[config.mk]
export PLATFORM = sky130hd
export DESIGN_NAME = game_frame_sequencer_flat
export DESIGN_NICKNAME = d
export VERILOG_FILES = /design/src/rtl/game_frame_sequencer_if.sv /design/src/rtl/game_frame_sequencer.sv /design/src/flat_wrapper.sv
export SDC_FILE = /design/constraint.sdc
export NUM_CORES = 1
export LEC_CHECK = 0
export ABC_CLOCK_PERIOD_IN_PS = 2300
export CORE_ASPECT_RATIO = 1.75
export CORE_MARGIN = 4
export CORE_UTILIZATION = 45
export CTS_CLUSTER_SIZE = 30
export DETAILED_ROUTE_END_ITERATION = 16
export PLACE_DENSITY = 0.77
export REMOVE_ABC_BUFFERS = 1
export SLEW_MARGIN = 20
export SYNTH_ARGS = -nofsm -noshare
export SYNTH_HDL_FRONTEND = slang
export SYNTH_SLANG_ARGS = --single-unit
export TNS_END_PERCENT = 50
[constraint.sdc]
create_clock -name i_clk -period 2.3 [get_ports i_clk]
set_input_delay 0.23 -clock i_clk [delete_from_list [all_inputs] [get_ports i_clk]]
set_output_delay 0.23 -clock i_clk [all_outputs]
set_load 0.05 [all_outputs]
[src/rtl/game_frame_sequencer_if.sv]
// Handshake bundle between the frame sequencer and the game-board peers.
// master: the sequencer (drives go / status, receives done / game inputs).
// slave : the peers and the board top (drive done / game inputs, receive go / status).
interface game_frame_sequencer_if #(
    parameter int COORD_W = 32
);
    logic               start;
    logic               left;
    logic               right;
    logic [COORD_W-1:0] doodle_y;
    logic [COORD_W-1:0] min_y;
    logic               new_view;
    logic               doodle_done;
    logic               collide_done;
    logic               view_done;
    logic               block_done;
    logic               render_done;

    logic               left_q;
    logic               right_q;
    logic               doodle_go;
    logic               collide_go;
    logic               view_go;
    logic               block_go;
    logic               render_go;
    logic               busy;
    logic               game_over;
    logic [15:0]        frame_cnt;
    logic               overrun;
    logic               timeout_err;

    modport master (
        input  start, left, right, doodle_y, min_y, new_view,
               doodle_done, collide_done, view_done, block_done, render_done,
        output left_q, right_q, doodle_go, collide_go, view_go, block_go, render_go,
               busy, game_over, frame_cnt, overrun, timeout_err
    );

    modport slave (
        output start, left, right, doodle_y, min_y, new_view,
               doodle_done, collide_done, view_done, block_done, render_done,
        input  left_q, right_q, doodle_go, collide_go, view_go, block_go, render_go,
               busy, game_over, frame_cnt, overrun, timeout_err
    );
endinterface

[src/rtl/game_frame_sequencer.sv]
// Per-frame scheduler for the arcade game board.
// Divides i_clk into a physics tick and, on each tick, walks the update phases
// (input latch, doodle, collision, view, optional blocks, render) with go/done
// handshakes. Owns game-over, the per-phase watchdog and tick-overrun detection.
// Optional feature: define GAME_SEQ_PAUSE_EN to add i_pause, which holds the
// sequencer in WAIT_TICK (tick counter frozen, pending tick not consumed).
//
// state     | meaning
// ----------+----------------------------------------------------------
// IDLE      | after reset, waiting for start
// WAIT_TICK | game running, waiting for the next physics tick
// SAMPLE    | one cycle: latch the player buttons for this frame
// DOODLE    | doodle_go high until doodle_done
// COLLIDE   | collide_go high until collide_done
// VIEW      | view_go high until view_done; new_view picks BLOCKS or RENDER
// BLOCKS    | block_go high until block_done
// RENDER    | render_go high until render_done; frame ends here
// OVER      | game over (player fell or a phase timed out), waiting for start
module game_frame_sequencer #(
    parameter int TICK_DIV      = 100,
    parameter int PHASE_TIMEOUT = 255,
    parameter int COORD_W       = 32
) (
    input  logic i_clk,
    input  logic i_reset,
`ifdef GAME_SEQ_PAUSE_EN
    input  logic i_pause,
`endif
    game_frame_sequencer_if.master bus
);

    localparam int TICK_W = (TICK_DIV > 2) ? $clog2(TICK_DIV) : 1;
    localparam int WD_W   = ($clog2(PHASE_TIMEOUT + 1) > 8) ? $clog2(PHASE_TIMEOUT + 1) : 8;
    localparam logic [TICK_W-1:0] TICK_LAST = TICK_W'(TICK_DIV - 1);
    localparam logic [WD_W-1:0]   WD_LAST   = WD_W'(PHASE_TIMEOUT - 1);

    typedef enum logic [3:0] {
        S_IDLE, S_WAIT_TICK, S_SAMPLE, S_DOODLE, S_COLLIDE,
        S_VIEW, S_BLOCKS, S_RENDER, S_OVER
    } state_t;

    state_t              r_state;
    state_t              w_next;
    logic [TICK_W-1:0]   r_tick_cnt;
    logic                r_tick_pend;
    logic [WD_W-1:0]     r_wd;
    logic                r_left_q;
    logic                r_right_q;
    logic [15:0]         r_frame_cnt;
    logic                r_overrun;
    logic                r_timeout;

    logic                w_paused;
    logic                w_run;
    logic                w_tick;
    logic                w_phase;
    logic                w_done;
    logic                w_restart;
    logic                w_consume;
    logic                w_frame_end;
    logic                w_timeout;
    logic                w_fell;
    logic [COORD_W-1:0]  w_doodle_y;
    logic [COORD_W-1:0]  w_min_y;

`ifdef GAME_SEQ_PAUSE_EN
    assign w_paused = i_pause && (r_state == S_WAIT_TICK);
`else
    assign w_paused = 1'b0;
`endif

    assign w_doodle_y = bus.doodle_y;
    assign w_min_y    = bus.min_y;
    assign w_fell     = (w_doodle_y < w_min_y);

    // Tick counter only advances while a game is running and not paused.
    assign w_run  = (r_state != S_IDLE) && (r_state != S_OVER) && !w_paused;
    assign w_tick = w_run && (r_tick_cnt == TICK_LAST);

    // Next-state logic and per-cycle strobes for the datapath registers.
    always_comb begin
        w_next      = r_state;
        w_phase     = 1'b0;
        w_done      = 1'b0;
        w_restart   = 1'b0;
        w_consume   = 1'b0;
        w_frame_end = 1'b0;
        w_timeout   = 1'b0;

        case (r_state)
            S_DOODLE:  begin w_phase = 1'b1; w_done = bus.doodle_done;  end
            S_COLLIDE: begin w_phase = 1'b1; w_done = bus.collide_done; end
            S_VIEW:    begin w_phase = 1'b1; w_done = bus.view_done;    end
            S_BLOCKS:  begin w_phase = 1'b1; w_done = bus.block_done;   end
            S_RENDER:  begin w_phase = 1'b1; w_done = bus.render_done;  end
            default:   begin w_phase = 1'b0; w_done = 1'b0;             end
        endcase

        case (r_state)
            S_IDLE, S_OVER: begin
                if (bus.start) begin
                    w_next    = S_WAIT_TICK;
                    w_restart = 1'b1;
                end
            end
            S_WAIT_TICK: begin
                if (r_tick_pend && !w_paused) begin
                    w_next    = S_SAMPLE;
                    w_consume = 1'b1;
                end
            end
            S_SAMPLE: w_next = S_DOODLE;
            default: begin
                // Done wins over the watchdog when both land on the same cycle.
                if (w_done) begin
                    case (r_state)
                        S_DOODLE:  w_next = S_COLLIDE;
                        S_COLLIDE: w_next = S_VIEW;
                        S_VIEW:    w_next = bus.new_view ? S_BLOCKS : S_RENDER;
                        S_BLOCKS:  w_next = S_RENDER;
                        S_RENDER: begin
                            w_frame_end = 1'b1;
                            w_next      = w_fell ? S_OVER : S_WAIT_TICK;
                        end
                        default:   w_next = S_IDLE;
                    endcase
                end else if (w_phase && (r_wd == WD_LAST)) begin
                    w_next    = S_OVER;
                    w_timeout = 1'b1;
                end
            end
        endcase
    end

    // State register; async reset also drops every go immediately.
    always_ff @(posedge i_clk or posedge i_reset) begin
        if (i_reset) r_state <= S_IDLE;
        else         r_state <= w_next;
    end

    // Physics tick divider with a single-deep pending flag and sticky overrun.
    // A tick landing on the consume cycle re-arms pend rather than overrunning.
    always_ff @(posedge i_clk or posedge i_reset) begin
        if (i_reset) begin
            r_tick_cnt  <= '0;
            r_tick_pend <= 1'b0;
            r_overrun   <= 1'b0;
        end else if (w_restart) begin
            r_tick_cnt  <= '0;
            r_tick_pend <= 1'b0;
            r_overrun   <= 1'b0;
        end else begin
            if (w_run) r_tick_cnt <= w_tick ? '0 : r_tick_cnt + 1'b1;
            if (w_tick) begin
                r_tick_pend <= 1'b1;
                if (r_tick_pend && !w_consume) r_overrun <= 1'b1;
            end else if (w_consume) begin
                r_tick_pend <= 1'b0;
            end
        end
    end

    // Per-phase watchdog: restarts on every state change, counts while in a phase.
    always_ff @(posedge i_clk or posedge i_reset) begin
        if (i_reset)                 r_wd <= '0;
        else if (w_next != r_state)  r_wd <= '0;
        else if (w_phase)            r_wd <= r_wd + 1'b1;
    end

    // Button latch (both pressed cancels out), frame counter and timeout flag.
    always_ff @(posedge i_clk or posedge i_reset) begin
        if (i_reset) begin
            r_left_q    <= 1'b0;
            r_right_q   <= 1'b0;
            r_frame_cnt <= '0;
            r_timeout   <= 1'b0;
        end else begin
            if (r_state == S_SAMPLE) begin
                r_left_q  <= bus.left & ~bus.right;
                r_right_q <= bus.right & ~bus.left;
            end
            if (w_restart)        r_frame_cnt <= '0;
            else if (w_frame_end) r_frame_cnt <= r_frame_cnt + 16'd1;
            if (w_restart)        r_timeout <= 1'b0;
            else if (w_timeout)   r_timeout <= 1'b1;
        end
    end

    assign bus.doodle_go   = (r_state == S_DOODLE);
    assign bus.collide_go  = (r_state == S_COLLIDE);
    assign bus.view_go     = (r_state == S_VIEW);
    assign bus.block_go    = (r_state == S_BLOCKS);
    assign bus.render_go   = (r_state == S_RENDER);
    assign bus.busy        = (r_state != S_IDLE) && (r_state != S_WAIT_TICK) && (r_state != S_OVER);
    assign bus.game_over   = (r_state == S_OVER);
    assign bus.left_q      = r_left_q;
    assign bus.right_q     = r_right_q;
    assign bus.frame_cnt   = r_frame_cnt;
    assign bus.overrun     = r_overrun;
    assign bus.timeout_err = r_timeout;

endmodule

[src/flat_wrapper.sv]
// flat-port wrapper written by rule: the top's interface ports become plain ports
module game_frame_sequencer_flat 
#(
    parameter int TICK_DIV      = 100,
    parameter int PHASE_TIMEOUT = 255,
    parameter int COORD_W       = 32
)
  (i_clk, i_reset, bus_start, bus_left, bus_right, bus_doodle_y, bus_min_y, bus_new_view, bus_doodle_done, bus_collide_done, bus_view_done, bus_block_done, bus_render_done, bus_left_q, bus_right_q, bus_doodle_go, bus_collide_go, bus_view_go, bus_block_go, bus_render_go, bus_busy, bus_game_over, bus_frame_cnt, bus_overrun, bus_timeout_err);
  game_frame_sequencer_if #(.COORD_W(COORD_W)) bus_i ();
  input  logic i_clk;
  input  logic i_reset;
  input wire logic [$bits(bus_i.start)-1:0] bus_start;
  input wire logic [$bits(bus_i.left)-1:0] bus_left;
  input wire logic [$bits(bus_i.right)-1:0] bus_right;
  input wire logic [$bits(bus_i.doodle_y)-1:0] bus_doodle_y;
  input wire logic [$bits(bus_i.min_y)-1:0] bus_min_y;
  input wire logic [$bits(bus_i.new_view)-1:0] bus_new_view;
  input wire logic [$bits(bus_i.doodle_done)-1:0] bus_doodle_done;
  input wire logic [$bits(bus_i.collide_done)-1:0] bus_collide_done;
  input wire logic [$bits(bus_i.view_done)-1:0] bus_view_done;
  input wire logic [$bits(bus_i.block_done)-1:0] bus_block_done;
  input wire logic [$bits(bus_i.render_done)-1:0] bus_render_done;
  output wire logic [$bits(bus_i.left_q)-1:0] bus_left_q;
  output wire logic [$bits(bus_i.right_q)-1:0] bus_right_q;
  output wire logic [$bits(bus_i.doodle_go)-1:0] bus_doodle_go;
  output wire logic [$bits(bus_i.collide_go)-1:0] bus_collide_go;
  output wire logic [$bits(bus_i.view_go)-1:0] bus_view_go;
  output wire logic [$bits(bus_i.block_go)-1:0] bus_block_go;
  output wire logic [$bits(bus_i.render_go)-1:0] bus_render_go;
  output wire logic [$bits(bus_i.busy)-1:0] bus_busy;
  output wire logic [$bits(bus_i.game_over)-1:0] bus_game_over;
  output wire logic [$bits(bus_i.frame_cnt)-1:0] bus_frame_cnt;
  output wire logic [$bits(bus_i.overrun)-1:0] bus_overrun;
  output wire logic [$bits(bus_i.timeout_err)-1:0] bus_timeout_err;
  assign bus_i.start = bus_start;
  assign bus_i.left = bus_left;
  assign bus_i.right = bus_right;
  assign bus_i.doodle_y = bus_doodle_y;
  assign bus_i.min_y = bus_min_y;
  assign bus_i.new_view = bus_new_view;
  assign bus_i.doodle_done = bus_doodle_done;
  assign bus_i.collide_done = bus_collide_done;
  assign bus_i.view_done = bus_view_done;
  assign bus_i.block_done = bus_block_done;
  assign bus_i.render_done = bus_render_done;
  assign bus_left_q = bus_i.left_q;
  assign bus_right_q = bus_i.right_q;
  assign bus_doodle_go = bus_i.doodle_go;
  assign bus_collide_go = bus_i.collide_go;
  assign bus_view_go = bus_i.view_go;
  assign bus_block_go = bus_i.block_go;
  assign bus_render_go = bus_i.render_go;
  assign bus_busy = bus_i.busy;
  assign bus_game_over = bus_i.game_over;
  assign bus_frame_cnt = bus_i.frame_cnt;
  assign bus_overrun = bus_i.overrun;
  assign bus_timeout_err = bus_i.timeout_err;
  game_frame_sequencer #(.TICK_DIV(TICK_DIV), .PHASE_TIMEOUT(PHASE_TIMEOUT), .COORD_W(COORD_W)) u_core (.i_clk(i_clk), .i_reset(i_reset), .bus(bus_i));
endmodule
---- Word level (Yosys, flattened, before mapping) ----
Cells that the tools add are included.
word-level totals
  bits in registers ....................... 40
  input bits .............................. 75
  output and inout bits ................... 27
  word-level logic and storage cells ...... 85
cells by class
  $add $sub $neg .......................... 3
  magnitude comparators ................... 1
  eq/ne operators ......................... 13
  muxes and demuxes ....................... 35
  bitwise operators ....................... 4
  reduce and logical (&&, ||, !) cells .... 20
operator list
  operator               number
  $lt 32x32->1           1
  $mux 16                2
  $mux 7                 3
  $mux 1                 20
  $mux 4                 5
  $pmux 4 s5             1
  $add 16x1->16 const B  1
  $eq 4x3->1 const B     4
  $mux 8                 2
  $pmux 4 s3             1
  $reduce_bool 2->1      6
  $add 8x1->8 const B    1
  $eq 4x2->1 const B     2
  $eq 8x8->1 const B     1
  $add 7x1->7 const B    1
  $eq 7x7->1 const B     1
  $logic_and 1x1->1      6
  $pmux 1 s5             1
  $reduce_or 5->1        1
  $eq 4x1->1 const B     1
  $eq 4x4->1 const B     1
  $logic_not 4->1        1
  $ne 4x1->1 const B     1
  $ne 4x4->1             1
  9 further kinds        11

---- Longest topological paths before layout ----
  depth in word-level cells ............... 9
  gate-level depth with buffers ........... 8
  gate-level depth less buffers ........... 7

---- Worst setup path after synthesis ----
No wires, ideal clock.
  path kind ............................... reg2out
  start ................................... register u_core.r_state[1]
  end ..................................... output port bus_block_go
  data arrival time ....................... 1991 ps
  data required time ...................... 2070 ps
  setup slack ............................. 79 ps
  stages on the path, launching flop included .. 4
  buffers on the path ..................... 2
  path through ............................ dfrtp_1 > buf_6 > clkbuf_1 > nor3b_1
between the ends
  longest elaborated chain between the ends .. 1
ends and longest elaborated chain
  item                    line                         RTL
  start, declared         game_frame_sequencer.sv:42   state_t r_state;
  start signal, assigned  game_frame_sequencer.sv:138  else r_state <= w_next;
  $eq 4x3->1              game_frame_sequencer.sv:192  assign bus.block_go = (r_state == S_BLOCKS);
  end, declared           flat_wrapper.sv:28           output wire logic [$bits(bus_i.block_go)-1:0] bus_block_go;
Every way passes these cells.

---- Final worst setup path ----
  start ................................... input port bus_min_y[9]
  end ..................................... register u_core.r_state[0]
between the ends
  longest elaborated chain between the ends .. 5
ends and longest elaborated chain
  item                  line                         RTL
  start, declared       flat_wrapper.sv:16           input wire logic [$bits(bus_i.min_y)-1:0] bus_min_y;
  $lt 32x32->1          game_frame_sequencer.sv:74   assign w_fell = (w_doodle_y < w_min_y);
  $mux 4                game_frame_sequencer.sv:123  w_next = w_fell ? S_OVER : S_WAIT_TICK;
  $pmux 4 s5            game_frame_sequencer.sv:116  case (r_state)
  $mux 4                game_frame_sequencer.sv:115  if (w_done) begin
  $pmux 4 s3            game_frame_sequencer.sv:99   case (r_state)
  via u_core.w_next[0]  game_frame_sequencer.sv:43   state_t w_next;
The timed path passes the listed nets, and every way through them passes these cells.
A chain may end at the register's enable or synchronous reset.

==> results.toml <==
[timing]
worstMarginPinSlew_ns = 0.516
setup_tns_ns = 0
rsz0062_at_grt = "no"
slew_violations = 0
worst_hold_slack_ns = 0.379
fin_worst_skew_ns = 0.00581
fin_crit_sh = 0.927
fmax_ghz = 0.469
min_period_ns = 2.13
final_hold_viol_count = 0
slew_headroom = 0.656
setup_viol = 0

[final_layout]
fin_util = 0.673
area_growth_pct = 44.3
fin_nets = 582
multi_input_area_um2 = 1870
fillers = 544
mostFrequentLayoutCells = "clkdlybuf4s50_1 (94), inv_1 (40), dfrtp_1 (40)"
antenna_cells = 0
final-seq-area_um2 = 1000
final_common_cell = "clkdlybuf4s50_1"
finalInstanceArea_um2 = 4430
drive_gt1_frac = 0.0846

[routing]
wl_um = 8230
ant_nets = 0
wire_per_inst_um = 14.8
avgViaCountPerCell = 5.48
dr.pass1.iters = 4
vias = 3041
drtIter0Drc = 219
drc = 0

[run]
cap_violations = 0

[die]
coreArea_um2 = 6590
rows = 39
dieWidth_um = 70.4
io-pin-count = 102
initial_core_util = 0.466
dieArea_um2 = 8260
dieHeight_um = 117

[worst_setup_path]
crit_start = "bus_min_y[9]"
path_class = "in2reg"
cp-end-kind = "flop"
reg2reg_slack_ns = 0.25
r2r-start = "u_core.r_state[1]$_DFF_PP0_"
worstPathRequired_ns = 2.43
crit_path_max_fanout = 2
cp.arrival_ns = 2.27
r2r_end = "u_core.r_wd[1]$_DFFE_PP0P_"
crit_path_start_kind = "input pin"
r2r_cells = 5
critPathCapture = "u_core.r_state[0]$_DFF_PP0_"

[clock_network]
numCtsBuffers = 5
cts_tree = "yes"
cts_hold_buf = 0
clk_path_buf_depth = 2
htree_levels = 2
clock_sinks = 40
insertion_delay_ns = 0.28
root_buffer = "clkbuf_16"
path_clk_slew_ns = 0.06

[synthesis]
synth_cell_types = 56
synth_area_um2 = 3070
syn_inst = 359
ys_ff_latch = 40
ys_warn_count = 0
async_flop_share = 1.00
yosysSeqAreaShare = 0.326
synthFlopType = "dfrtp_1"
syn_area_per_cell_um2 = 8.55
synth-edff-count = 0

[placement]
dp_hpwl_um = 6810
port_buffers = 101
placed_cell_area_um2 = 4250
gp_congestion = 0.843

[global_route]
gr-usage-met2 = 0.432
grt_max_degree = 41
grt_busiest_layer = "met2"
grt_pass1_vias = 3198
grt_use_total = 0.204
met3_usage = 0.0274
grtUsageMet1 = 0.190
grt_antenna_before_repair = 0
grt_pass1_wl_um = 13700
grt_overflow = 0

[power]
switching_power_mw = 1.52
p_clk_frac = 0.218
leakage_nw = 2.06
power_frac_comb = 0.471
swShare = 0.415
pwr-share-seq = 0.311
power-per-cell-area_nw_per_um2 = 828
p_int_mw = 2.14
power_mw = 3.67
peakVddDrop_v = 0.000455

[outcome]
outcome = "complete, no violations"

[worst_hold_path]
min_path_type = "in2async"
worst min path at each step:
stage | start | to
3_3_place_gp | u_core.bus.overrun$_DFFE_PP0P_ | u_core.bus.overrun$_DFFE_PP0P_
3_5_place_dp | u_core.bus.timeout_err$_DFFE_PP0P_ | u_core.bus.timeout_err$_DFFE_PP0P_
2_1_floorplan | bus_right | u_core.bus.right_q$_DFFE_PP0P_
4_1_cts | i_reset | u_core.r_tick_cnt[0]$_DFFE_PP0P_
6_report | i_reset | u_core.r_tick_cnt[0]$_DFFE_PP0P_
5_1_grt | i_reset | u_core.r_tick_cnt[2]$_DFFE_PP0P_
synth_stat cells (3+ instances only):
cell type	instances	share of area
nand3_1	9	0.015
nor3b_1	3	0.0073
dfrtp_1	40	0.33
a22oi_1	3	0.0073
and3b_1	3	0.0086
ha_1	35	0.14
a21o_1	4	0.0098
and2_1	5	0.010
buf_2	5	0.0081
o21a_1	5	0.012
clkbuf_1	3	0.0037
nand2_1	27	0.033
and4_1	3	0.0086
nor2_1	26	0.032
a21oi_1	18	0.029
nand4_1	16	0.033
o21ai_0	21	0.034
nor3_1	16	0.026
nand2b_1	5	0.010
nor2b_1	3	0.0061
or3_1	6	0.012
and3_1	7	0.014
xnor2_1	6	0.017
inv_1	40	0.049
xor2_1	15	0.043
power by group through the flow:
stage	sequential [mW]	combinational [mW]	clock (mW)
2_1_floorplan	1.33	0.868	0
3_3_place_gp	1.13	1.68	0
3_5_place_dp	1.14	1.73	0
4_1_cts	1.13	1.74	0.814
5_1_grt	1.18	1.89	0.858
6_report	1.14	1.73	0.801
registers in the layout, indices dropped and copies added, names as in the netlist:
register	count
u_core.r_tick_cnt	7
u_core.r_wd	8
u_core.r_tick_pend	1
u_core.bus.left_q	1
u_core.r_state	4
u_core.bus.overrun	1
u_core.bus.right_q	1
u_core.bus.frame_cnt	16
u_core.bus.timeout_err	1
timing repair:
action,in CTS,in global routing
gates resized for setup,0,1
setup endpoints to repair,0,1
setup buffers,0,0
logic make-up after synthesis:
family,after synthesis,share of synthesized area
mux,3,0.0102
buf+inv,51,0.0668
compound gates,70,0.150
simple gates,139,0.245
xor+xnor,21,0.0599
fa+ha+maj,35,0.143
flops,40,0.326
critical path, cell delays in order:
cell and delay [ns]:
clkdlybuf4s50_1 0.45, inv_1 0.04, ha_1 0.31, a21o_1 0.17, a221o_1 0.32, a21o_1 0.19
o311ai_1 0.39, o311ai_0 0.16
final cells by class:
cell class / instances / area share
clock buffer: 5 / 0.0282
clock inverter: 3 / 0.0104
inverter: 41 / 0.0347
multi-input combinational: 268 / 0.422
sequential: 40 / 0.226
tap: 82 / 0.0232
timing repair buffer: 116 / 0.255
routing by layer:
layer / vias up / wire length, um
li1: 1496 / -
met1: 1451 / 2910
met2: 78 / 4790
met3: 16 / 322
met4: 0 / 212
met5: - / 0
through the flow:
step	setup WS [ns]	std cells
2_1_floorplan	0.146	349
3_3_place_gp	-0.0188	547
3_5_place_dp	-0.108	547
4_1_cts	0.174	555
5_1_grt	0.00619	555
6_report	0.167	555
No activity file was read; power rests on OpenSTA's default activity.
==> variant 1: new RTL, same flow settings <==
`PHASE_TIMEOUT` is set to 255 in 2 places; all go to 510.
--- a/src/rtl/game_frame_sequencer.sv
+++ b/src/rtl/game_frame_sequencer.sv
@@ -18,7 +18,7 @@
 // OVER      | game over (player fell or a phase timed out), waiting for start
 module game_frame_sequencer #(
     parameter int TICK_DIV      = 100,
-    parameter int PHASE_TIMEOUT = 255,
+    parameter int PHASE_TIMEOUT = 510,
     parameter int COORD_W       = 32
 ) (
     input  logic i_clk,
--- a/src/flat_wrapper.sv
+++ b/src/flat_wrapper.sv
@@ -2,7 +2,7 @@
 module game_frame_sequencer_flat 
 #(
     parameter int TICK_DIV      = 100,
-    parameter int PHASE_TIMEOUT = 255,
+    parameter int PHASE_TIMEOUT = 510,
     parameter int COORD_W       = 32
 )
   (i_clk, i_reset, bus_start, bus_left, bus_right, bus_doodle_y, bus_min_y, bus_new_view, bus_doodle_done, bus_collide_done, bus_view_done, bus_block_done, bus_render_done, bus_left_q, bus_right_q, bus_doodle_go, bus_collide_go, bus_view_go, bus_block_go, bus_render_go, bus_busy, bus_game_over, bus_frame_cnt, bus_overrun, bus_timeout_err);
Formal check against the unedited RTL: same outputs for any inputs over 10 cycles, from zero or initial values and one cycle with i_reset high; that may be too few to reach the edited logic, so the function may still have changed.
==> variant 1 against the unedited design <==
  * Cell area is 0.14% higher
  * Sequential cell count is 1 higher
  * Synthesized area is 1.8% higher
  * Fmax is 1.8% higher
  * Sequential share of layout area is 0.53 points higher
  * Worst setup slack better by 0.039 ns
  * Routed wire length is 2.2% lower
  * Critical path type is now register to register
Power is not compared: it rests on default switching activity, and its combinational part moved more than twofold at a synthesized area within 25%.
==> variant 1: results (changes against the unedited design) <==
stage	metric	value	unit	change
timing	Min Hold Slack	0.386	ns	+0.00704 ns
critical_path	Largest stage delay, worst path	0.55	ns	+0.10 ns
global_routing	largest net degree at the start of global routing	42		+2.4%
yosys	Synth Area in XOR/XNOR	0.0729		+0.0130
yosys	Synth Area in Compound Gates	0.158		+0.00824
finish	Finished Layout Cells	556		+0.18%
timing	Worst slew margin	0.643		-0.0125
yosys	Synth top cells by count	nor2_1 (47), dfrtp_1 (41), inv_1 (37)		
yosys	post-synthesis mux area share	0		-0.0102
detailed_routing	metal3 WL	376	µm	+17%
critical_path	RR Startpoint	u_core.r_state[0]$_DFF_PP0_		
place	post-place setup slack	-0.0642	ns	+0.0437 ns
global_routing	Total Routing Usage GR	0.196		-0.00788
place	placed insts	548		+0.18%
detailed_routing	via count	3007		-1.1%
yosys	Adder-Cell Fraction of Synth Area	0.140		-0.00246
global_routing	vias in the first global route	3088		-3.4%
yosys	synthesized area per cell	8.61	µm²	+0.63%
timing	Clock Skews	0.00381	ns	-0.00200 ns
status	status	finished, final reports clean		
finish	layout net count	583		+0.17%
detailed_routing	met1 WL	2.88	mm	-1.2%
detailed_routing	met2 routed WL	4.50	mm	-6.0%
detailed_routing	Routed WL	8.05	mm	-2.2%
detailed_routing	Max Used Layer	met4		
variant 1: how the worst max path moves through the flow:
stage	start	end	slack [ns]	cells past startpoint
final	u_core.r_state[0]$_DFF_PP0_	u_core.r_wd[5]$_DFFE_PP0P_	0.21	6
after global routing	u_core.r_state[0]$_DFF_PP0_	u_core.r_wd[4]$_DFFE_PP0P_	0.06	6
after CTS	u_core.r_state[0]$_DFF_PP0_	u_core.r_wd[2]$_DFFE_PP0P_	0.19	6
after detailed placement	bus_min_y[2]	u_core.r_state[0]$_DFF_PP0_	-0.06	9
after global placement	bus_min_y[7]	u_core.r_state[0]$_DFF_PP0_	0.03	8
after floorplan	u_core.r_state[0]$_DFF_PP0_	u_core.bus.frame_cnt[15]$_DFFE_PP0P_	0.006	6
variant 1: power by group:
group / internal [W] / switching [W] / total [W] / leakage (nW)
Clock: 0.000431 / 0.000278 / 0.000710 / 0.0768
Combinational: 0.000172 / 0.000106 / 0.000278 / 1.48
Sequential: 0.000721 / 0 / 0.000721 / 0.511
variant 1: cell type report:
type | count | area (µm²)
multi-input cells | 274 | 1900
inverters | 37 | 139
fillers | 555 | 2200
well taps | 82 | 103
repair buffers | 114 | 1120
flip-flops and latches | 41 | 1030
clock inverters | 2 | 13.8
clock buffers | 6 | 139
variant 1: layer usage:
layer | vias to the layer above | global-route usage
li1 | 1486 | -
met2 | 85 | 0.375
met5 | - | 0
met3 | 24 | 0.0357
met1 | 1412 | 0.201
met4 | 0 | 0.0812
variant 1: logic make-up after synthesis:
group	count (synthesis)
XOR/XNOR	26
buffers and inverters	48
adder cells (fa/ha/maj)	35
AO/OA/AOI/OAI	66
flip-flops	41
AND/OR/NAND/NOR	147
variant 1: worst min-delay path, stage by stage:
cell	delay, ns
clkdlybuf4s50_1	0.39
inv_1	0.05
buf_4	0.44
variant 1: per-stage QoR:
| stage | area, µm² | power (W) |
|---|---|---|
| finish | 4440 | 0.00171 |
| global route | 4440 | 0.00179 |
| CTS | 4440 | 0.00173 |
| detailed placement | 4290 | 0.00101 |
| global placement | 4290 | 0.00100 |
| floorplan | 3070 | 0.000850 |
==> variant 2: new RTL, same flow settings <==
Without the edit above. Encoding of `state_t`: now one-hot (9 bits for 9 states).
--- a/src/rtl/game_frame_sequencer.sv
+++ b/src/rtl/game_frame_sequencer.sv
@@ -34,9 +34,9 @@
     localparam logic [TICK_W-1:0] TICK_LAST = TICK_W'(TICK_DIV - 1);
     localparam logic [WD_W-1:0]   WD_LAST   = WD_W'(PHASE_TIMEOUT - 1);
 
-    typedef enum logic [3:0] {
-        S_IDLE, S_WAIT_TICK, S_SAMPLE, S_DOODLE, S_COLLIDE,
-        S_VIEW, S_BLOCKS, S_RENDER, S_OVER
+    typedef enum logic [8:0] {
+        S_IDLE = 9'b000000001, S_WAIT_TICK = 9'b000000010, S_SAMPLE = 9'b000000100, S_DOODLE = 9'b000001000, S_COLLIDE = 9'b000010000,
+        S_VIEW = 9'b000100000, S_BLOCKS = 9'b001000000, S_RENDER = 9'b010000000, S_OVER = 9'b100000000
     } state_t;
 
     state_t              r_state;
Behaviour: no difference found for any inputs over 10 cycles, from zero or initial values and one cycle with i_reset high; not proved beyond that.
==> variant 2 against the unedited design <==
  * Worst setup slack got worse by 0.093 ns
  * Synthesized area is 7.0% higher
  * Final cell count grew 5.0%
  * Sequential cell count rose by 5
  * Register-to-register slack got worse by 0.12 ns
  * Routed wire length up 11%
  * Cell area grew 6.6%
  * Global-route usage grew 0.85 points
  * Synthesized cell count is 5.8% higher
Power is not compared: it rests on default switching activity, and its combinational part moved more than twofold at a synthesized area within 25%.
==> variant 2: results (changes against the unedited design) <==
stage	metric	value	unit	change
status	status	finished, final reports clean		
detailed_routing	vias per cell	5.48		about the same
clock_network	post-CTS repair timing setup buffer count	0		unchanged
finish	share of layout cells above drive strength 1	0.0986		+0.0140
critical_path	flop-to-flop setup slack	0.13	ns	-0.12 ns
yosys	post-synthesis mux area share	0.00305		-0.00714
clock_network	Max clock buf depth	2		unchanged
clock_network	Worst-path clk slew	0.07	ns	
global_routing	vias in the first global route	3359		+5.0%
clock_network	TritonCTS buffer count	5		unchanged
detailed_routing	met1 WL	3.37	mm	+16%
detailed_routing	Initial DRC Count	40		-82%
finish	diode count	0		unchanged
yosys	Synth top cells by count	dfrtp_1 (44), nor2_1 (41), inv_1 (38)		
yosys	Synth Area in XOR/XNOR	0.0640		+0.00407
critical_path	Crit path max-delay family	simple AND/OR/NAND/NOR gates		
timing	Min Hold Slack	0.228	ns	-0.151 ns
yosys	Adder-Cell Fraction of Synth Area	0.133		-0.00934
yosys	Synth Area in Compound Gates	0.144		-0.00523
min_path	worst hold path type	input pin to asynchronous set/reset pin		
place	dpl cell area	4560	µm²	+7.1%
detailed_routing	metal3 WL	640	µm	+99%
yosys	post-synth cell types	52		-7.1%
power	Lkg Pwr	2.17	nW	
power	P_sw	0.000428	W	
global_routing	initial antenna violation count	0		unchanged
critical_path	Largest stage delay, worst path	0.43	ns	-0.02 ns
clock_network	clk_lat worst skew	0.29	ns	
global_routing	largest net degree at the start of global routing	18		-56%
global_routing	global-route wire length before repair	14.9	mm	+8.5%
clock_network	H-tree lvl count	2		unchanged
timing	Clock Skews	0.0106	ns	+0.00480 ns
detailed_routing	Routed WL per cell	15.6	µm	+5.4%
yosys	Synth Warn #	0		unchanged
place	IO buf count	101		unchanged
finish	layout net count	606		+4.1%
power	maximum VDD drop	0.493	mV	
yosys	sequential share of the synthesized area	0.343		+0.0171
timing	final worst slack	0.0746	ns	-0.0926 ns
place	routability congestion estimate from global placement	0.860		+2.1%
global_routing	Total Routing Usage GR	0.212		+0.00853
yosys	async set-reset flop share out of synthesis	1.00		unchanged
clock_network	CTS Root Buffer Type	clkbuf_16		
detailed_routing	Max Used Layer	met4		
critical_path	Critical Path Fanout Max	6		+4
critical_path	Worst path slowest cell	or3_4		
place	post-place setup slack	-0.156	ns	-0.0482 ns
detailed_routing	met2 routed WL	4.93	mm	+3.0%
detailed_routing	TritonRoute pass-1 iters	4		unchanged
yosys	Synth Flop Type	dfrtp_1		
yosys	synth top area cells	dfrtp_1 (34%), ha_1 (13%), xor2_1 (4.8%)		
place	Final HPWL DP	7.38	mm	+8.4%
timing	slew at the pin with the worst max-slew slack	0.548	ns	+0.0312 ns
critical_path	crit path DAT	2.00	ns	-0.27 ns
finish	max FFs per register	16		unchanged
[variant 2: cells by family after synthesis]
group / Yosys count
buffers and inverters: 50
AO/OA/AOI/OAI: 74
multiplexers: 1
XOR/XNOR: 24
adder cells (fa/ha/maj): 35
flip-flops: 45
AND/OR/NAND/NOR: 151
[variant 2: path summary, 6_finish.rpt]
check / cells past startpoint / end / from
worst max-delay path: 5 / bus_block_go / u_core.r_state[8]$_DFF_PP0_
worst min-delay path: 2 / u_core.bus.frame_cnt[8]$_DFFE_PP0P_ / i_reset
max in group asynchronous: 3 / u_core.r_state[0]$_DFF_PP1_ / i_reset
worst max register to register: 6 / u_core.bus.frame_cnt[10]$_DFFE_PP0P_ / u_core.r_state[5]$_DFF_PP0_
min in group i_clk: 2 / u_core.bus.right_q$_DFFE_PP0P_ / u_core.bus.right_q$_DFFE_PP0P_
worst min register to register: 2 / u_core.bus.right_q$_DFFE_PP0P_ / u_core.bus.right_q$_DFFE_PP0P_
[variant 2: timing repair]
action,4_1_cts,5_1_grt
cloned,0,0
gates resized for setup,4,1
pin swaps,0,0
hold endpoints to repair,0,0
setup endpoints to repair,2,3
[variant 2: per-layer routing]
metal / up-vias / global-route usage
met5: - / 0
met1: 1492 / 0.224
met4: 0 / 0.0739
met3: 18 / 0.0381
met2: 110 / 0.405
li1: 1573 / -
[variant 2: metrics by stage]
stage / cells / TNS [ns] / power [W]
final: 583 / 0 / 0.00180
after global routing: 583 / -0.0503 / 0.00189
after CTS: 583 / 0 / 0.00182
after detailed placement: 575 / -0.284 / 0.00111
after global placement: 575 / -0.0948 / 0.00110
after floorplan: 368 / -2.36 / 0.000928
[variant 2: layout make-up]
| class | instances | area [µm²] |
|---|---|---|
| Sequential cell | 45 | 1130 |
| Fill cell | 588 | 2460 |
| Multi-Input combinational cell | 285 | 1970 |
| Clock inverter | 3 | 21.3 |
| Timing Repair Buffer | 121 | 1230 |
| Inverter | 38 | 143 |
| Tap cell | 86 | 108 |
| Clock buffer | 5 | 125 |
[variant 2: power groups by stage]
stage / sequential (W) / combinational (W) / clock (W)
after floorplan: 0.000816 / 0.000112 / 0
after detailed placement: 0.000811 / 0.000296 / 0
final: 0.000797 / 0.000293 / 0.000714
after global routing: 0.000797 / 0.000326 / 0.000765
after global placement: 0.000811 / 0.000286 / 0
after CTS: 0.000796 / 0.000298 / 0.000725
